### src/rtl/vga_pkg.sv
// Shared constants, swap FSM encoding and colour expansion for the VGA
// pixel fetch path (160x120 RGB332 framebuffer shown at 4x on 640x480).
package vga_pkg;

  localparam int H_ACTIVE    = 640;
  localparam int V_ACTIVE    = 480;
  localparam int SCALE_SHIFT = 2;
  localparam int FB_W        = H_ACTIVE >> SCALE_SHIFT;
  localparam int FB_WORDS    = FB_W * (V_ACTIVE >> SCALE_SHIFT);

  typedef enum logic {
    SWAP_IDLE    = 1'b0,
    SWAP_PENDING = 1'b1
  } swap_state_e;

  typedef struct packed {
    logic active;
    logic hsync;
    logic vsync;
    logic first;
  } pix_flags_t;

  // MSB replication keeps full-scale RGB332 values at full-scale 4-bit DAC codes
  function automatic logic [11:0] rgb332_to_444(input logic [7:0] pix);
    return {pix[7:5], pix[7], pix[4:2], pix[4], pix[1:0], pix[1:0]};
  endfunction

endpackage

### src/rtl/fb_swap_ctrl.sv
// Double-buffer swap handshake: latches a request and flips the displayed
// buffer at the next frame-end event (start of vertical blank).
module fb_swap_ctrl
  import vga_pkg::*;
(
  input  logic clk_i,
  input  logic rst_ni,
  input  logic swap_req_i,
  input  logic frame_end_i,
  output logic swap_ack_o,
  output logic disp_buf_o
);

  swap_state_e state_q;
  logic        disp_buf_q;
  logic        swap_ack_q;

  // Swap FSM with registered ack and buffer index
  always_ff @(posedge clk_i or negedge rst_ni) begin
    if (!rst_ni) begin
      state_q    <= SWAP_IDLE;
      disp_buf_q <= 1'b0;
      swap_ack_q <= 1'b0;
    end else begin
      swap_ack_q <= 1'b0;
      case (state_q)
        SWAP_IDLE: begin
          if (swap_req_i) begin
            state_q <= SWAP_PENDING;
          end
        end
        SWAP_PENDING: begin
          if (frame_end_i) begin
            state_q    <= SWAP_IDLE;
            disp_buf_q <= ~disp_buf_q;
            swap_ack_q <= 1'b1;
          end
        end
        default: begin
          state_q <= SWAP_IDLE;
        end
      endcase
    end
  end

  assign swap_ack_o = swap_ack_q;
  assign disp_buf_o = disp_buf_q;

endmodule

### src/rtl/vga_pixel_fetch.sv
// Framebuffer fetch and colour stage: maps screen coordinates to framebuffer
// addresses and re-aligns sync with the returning pixel data.
module vga_pixel_fetch
  import vga_pkg::*;
#(
  parameter int RD_LAT = 1,
  parameter int ADDR_W = 16
) (
  input  logic              VGA_clk,
  input  logic              rst_n,
  input  logic              hsync_in,
  input  logic              vsync_in,
  input  logic [9:0]        xpos,
  input  logic [9:0]        ypos,
  output logic [ADDR_W-1:0] fb_addr,
  input  logic [7:0]        fb_rdata,
  input  logic              swap_req,
  output logic              swap_ack,
  output logic              disp_buf,
  output logic              hsync,
  output logic              vsync,
  output logic [3:0]        vga_r,
  output logic [3:0]        vga_g,
  output logic [3:0]        vga_b,
  output logic              frame_start
);

  localparam int         LAST  = RD_LAT - 1;
  localparam logic [9:0] H_LIM = 10'(H_ACTIVE);
  localparam logic [9:0] V_LIM = 10'(V_ACTIVE);

  logic              disp_buf_s;
  logic              frame_end_s;
  logic              active_s;
  logic [ADDR_W-1:0] base_s;
  logic [ADDR_W-1:0] row_s;
  logic [ADDR_W-1:0] col_s;
  logic [ADDR_W-1:0] addr_d;
  pix_flags_t        flags_d;

  logic [ADDR_W-1:0] addr_q;
  pix_flags_t        s0_q;
  pix_flags_t        dly_q [RD_LAT];
  logic [11:0]       rgb_q;
  logic              hsync_q;
  logic              vsync_q;
  logic              frame_start_q;

  fb_swap_ctrl u_swap (
    .clk_i       (VGA_clk),
    .rst_ni      (rst_n),
    .swap_req_i  (swap_req),
    .frame_end_i (frame_end_s),
    .swap_ack_o  (swap_ack),
    .disp_buf_o  (disp_buf_s)
  );

  // Unsigned compares make wrapped negative coordinates fall into blanking
  always_comb begin
    active_s    = (xpos < H_LIM) && (ypos < V_LIM);
    frame_end_s = (xpos == 10'd0) && (ypos == V_LIM);
    if (disp_buf_s) begin
      base_s = ADDR_W'(FB_WORDS);
    end else begin
      base_s = '0;
    end
    row_s = ADDR_W'(ypos >> SCALE_SHIFT) * ADDR_W'(FB_W);
    col_s = ADDR_W'(xpos >> SCALE_SHIFT);
    if (active_s) begin
      addr_d = base_s + row_s + col_s;
    end else begin
      addr_d = '0;
    end
    flags_d.active = active_s;
    flags_d.hsync  = hsync_in;
    flags_d.vsync  = vsync_in;
    flags_d.first  = (xpos == 10'd0) && (ypos == 10'd0);
  end

  // Address stage plus RD_LAT-deep flag delay matching the RAM latency
  always_ff @(posedge VGA_clk or negedge rst_n) begin
    if (!rst_n) begin
      addr_q <= '0;
      s0_q   <= '0;
      for (int i = 0; i < RD_LAT; i++) begin
        dly_q[i] <= '0;
      end
    end else begin
      addr_q   <= addr_d;
      s0_q     <= flags_d;
      dly_q[0] <= s0_q;
      for (int i = 1; i < RD_LAT; i++) begin
        dly_q[i] <= dly_q[i-1];
      end
    end
  end

  // Output stage: colour expansion and sync re-timing
  always_ff @(posedge VGA_clk or negedge rst_n) begin
    if (!rst_n) begin
      rgb_q         <= 12'h000;
      hsync_q       <= 1'b0;
      vsync_q       <= 1'b0;
      frame_start_q <= 1'b0;
    end else begin
      hsync_q       <= dly_q[LAST].hsync;
      vsync_q       <= dly_q[LAST].vsync;
      frame_start_q <= dly_q[LAST].first;
      if (dly_q[LAST].active) begin
        rgb_q <= rgb332_to_444(fb_rdata);
      end else begin
        rgb_q <= 12'h000;
      end
    end
  end

  assign fb_addr     = addr_q;
  assign disp_buf    = disp_buf_s;
  assign hsync       = hsync_q;
  assign vsync       = vsync_q;
  assign vga_r       = rgb_q[11:8];
  assign vga_g       = rgb_q[7:4];
  assign vga_b       = rgb_q[3:0];
  assign frame_start = frame_start_q;

endmodule

### config.mk
export PLATFORM = sky130hd
export DESIGN_NAME = vga_pixel_fetch
export DESIGN_NICKNAME = d
export VERILOG_FILES = /design/src/rtl/vga_pkg.sv /design/src/rtl/fb_swap_ctrl.sv /design/src/rtl/vga_pixel_fetch.sv
export SDC_FILE = /design/constraint.sdc
export NUM_CORES = 1
export LEC_CHECK = 0
export BUFFER_PORTS_ARGS = -buffer_cell sky130_fd_sc_hd__buf_4
export CORE_MARGIN = 2
export CORE_UTILIZATION = 30
export CTS_CLUSTER_DIAMETER = 60
export DETAILED_ROUTE_END_ITERATION = 8
export PLACE_DENSITY_LB_ADDON = 0.1
export REMOVE_ABC_BUFFERS = 1
export SYNTH_ARGS = -nofsm -noshare
export SYNTH_HDL_FRONTEND = slang
export SYNTH_SLANG_ARGS = --single-unit
export TNS_END_PERCENT = 20
### constraint.sdc
create_clock -name VGA_clk -period 2.06 [get_ports VGA_clk]
set_input_delay 0.618 -clock VGA_clk [delete_from_list [all_inputs] [get_ports VGA_clk]]
set_output_delay 0.618 -clock VGA_clk [all_outputs]
set_load 0.02 [all_outputs]
==> run metrics <==
htree depth 2; Antenna Nets Post-Route 0; CP most frequent cell a21oi_2; register bit total from synthesis 38; width of the chip 83.0 µm; Synth Cell Area 1870 µm²; Overflow after GRT 0; worst min path class primary input to asynchronous set/reset pin; final worst setup slack -0.799 ns; Setup TNS -2.81 ns; initial core utilization 31.2%; core area 5990 µm²; Setup crit start kind primary input; initial detailed-routing violation count 30; via/cell ratio 4.47; drt wl/cell 12.2 µm; Mapped Cells 156; antenna violations before repair 0; Syn Area/Cell 12.0 µm²; via count 1581; first-pass GRT wire length 7.61 mm; Final Hold Viols 0; Area Overhead vs Synth 65.4%; critical path class primary input to flip-flop; Die H 83.0 µm; Setup Skew 0.00286 ns; Max VDD drop 0.000338 V; clock sink count 38; leading area contributor after synthesis dfrtp_1; number of synthesized flops with an enable pin 0; total CTS buffers 5; GPL Wtd Cong 0.781; Tcrit/Tclk final 139%; commonest non-fill, non-tap cell in the layout buf_4; RSZ-0062 raised after global routing yes; Max Freq 0.350 GHz; reg2reg path depth 6; ys flop type dfrtp_1; # fillers 555; Port Buffers 65; DRT Pass-1 Iters 4; r2r startpoint u_swap.disp_buf_o; r2r endpoint fb_addr[14]; final worst path period need 2.86 ns; number of global-route vias before repair 1610; Antenna diodes 0; Arr. time, crit path 3.07 ns; drt total wl 4.31 mm; row count 28; Worst path max stage delay 0.48 ns; clock latency on the worst-skew pair 0.28 ns; failing checks setup timing; I/O pin cnt 66; Max transition margin 68.8%; CP required 2.28 ns; drt drc 0; clock transition at the registers of the reported paths 0.07 ns; die area 6880 µm²; Buf+Inv Stages, Crit Path 1; root buffer cell clkbuf_8; area share of the largest cell type after synthesis 50.8%; status complete, but fails checks; NumNets Final 332; Worst-Margin Slew 0.468 ns; CP delay by family, top adder cells; CP max-delay cell or4_4; PwrDens 639 nW/µm²; sequential area share after synthesis 50.8%; CTS tree yes; most frequent cells in the layout buf_4 (117), dfrtp_1 (38), and2_1 (15); CP Capture Type flip-flop; maxcap violations 0; CTS Buffer Depth 2; final core occ 51.6%; Setup violations, final 6; largest net degree at the start of global routing 39; GRT Util Overall 13.7%; top cells by area, synth dfrtp_1 (51%), ha_1 (13%), and2_1 (5.0%), xnor2_1 (2.3%), fa_1 (2.1%); number of max-slew violations in the final report 0; worst path cell trace buf_8 -> ha_4 -> ha_4 -> fa_2 -> a21o_1 -> a21oi_2 -> o21bai_1 -> a21oi_2 -> xnor2_1 -> ha_1 -> or4_4 -> a21oi_2; synth unique cells 37; Pleak 1.57 nW; CTS Hold Buffers Added 0; share of cells above drive strength 1 54.8%; asr flop ratio synth 100%; hpwl dp 3.36 mm; warnings from Yosys 0; CP Max Fanout 2; r2r setup slk 0.11 ns
## stage by stage
step | hold WS [ns] | cell area (µm²) | worst slack, ns | instances | power [mW]
3_5_place_dp | 0.335 | 2780 | -1.39 | 339 | 1.40
5_1_grt | 0.316 | 3090 | -0.874 | 354 | 2.11
6_report | 0.293 | 3090 | -0.799 | 354 | 1.98
3_3_place_gp | 0.333 | 2780 | -1.38 | 339 | 1.40
4_1_cts | 0.300 | 3070 | -0.758 | 353 | 1.99
2_1_floorplan | 0.322 | 1840 | -1.22 | 152 | 1.09
## worst reg2reg max path, cell delays in order (launching register included)
cell	delay [ns]
dfrtp_1	0.39
ha_1	0.33
o21ai_1	0.10
o21ai_1	0.22
a41oi_2	0.17
or4_4	0.53
a21oi_2	0.14
## cell families after synthesis
kind of cell / after synthesis / share of synthesized area [%]
buf+inv: 7 / 2.21
fa+ha+maj: 21 / 14.8
flops: 38 / 50.8
simple gates: 51 / 16.0
xor+xnor: 9 / 4.62
compound gates: 30 / 11.5
## flip-flops by register name (all words and copies together) (netlist names)
signal             cells
hsync                  1
fb_addr               16
u_swap.swap_ack_o      1
rgb_q                  8
u_swap.disp_buf_o      1
vsync                  1
frame_start            1
dly_q                  4
u_swap.state_q         1
s0_q                   4
## cells in the mapped netlist, types with 3 or more instances
library cell	count
nor3_1	6
and2_1	15
a21o_1	5
ha_1	19
nor2_1	10
nor4_1	4
a21oi_1	5
xnor2_1	5
dfrtp_1	38
buf_4	4
xor2_1	3
o21bai_1	3
o21ai_1	3
a211oi_1	5
## repair_timing
item                                    4_1_cts  5_1_grt
endpoints found under the setup margin        7        7
gates cloned                                  0        0
setup buffers                                 7        1
pin swaps                                    17       11
resized for setup                            22        4
## layer usage
metal  up-vias  wire [µm]  track usage, %
met4         0         70            5.37
met1       729       1820            16.9
met2        43       2200            23.3
li1        804          -               -
met3         5        208            2.98
met5         -          0               0
## power breakdown
| group | total, mW | switching, mW | internal (mW) |
|---|---|---|---|
| clock | 0.505 | 0.235 | 0.270 |
| combinational | 0.671 | 0.305 | 0.367 |
| sequential | 0.800 | 0.0130 | 0.787 |
## worst max path at each step
stage,startpoint,endpoint,depth (start not counted)
floorplan,ypos[3],fb_addr[14],11
global placement,ypos[3],fb_addr[14],12
detailed placement,ypos[3],fb_addr[14],12
CTS,ypos[5],fb_addr[14],12
global route,ypos[5],fb_addr[14],12
finish,ypos[5],fb_addr[14],12
## cell type report
cell class | instances | area [µm²] | area share (%)
timing repair buffer | 119 | 905 | 29.2
inverter | 3 | 11.3 | 0.364
multi-input combinational | 111 | 1040 | 33.7
tap | 75 | 93.8 | 3.03
clock inverter | 1 | 5.00 | 0.162
sequential | 38 | 951 | 30.7
clock buffer | 7 | 86.3 | 2.79
(Power assumes the default switching activity.)
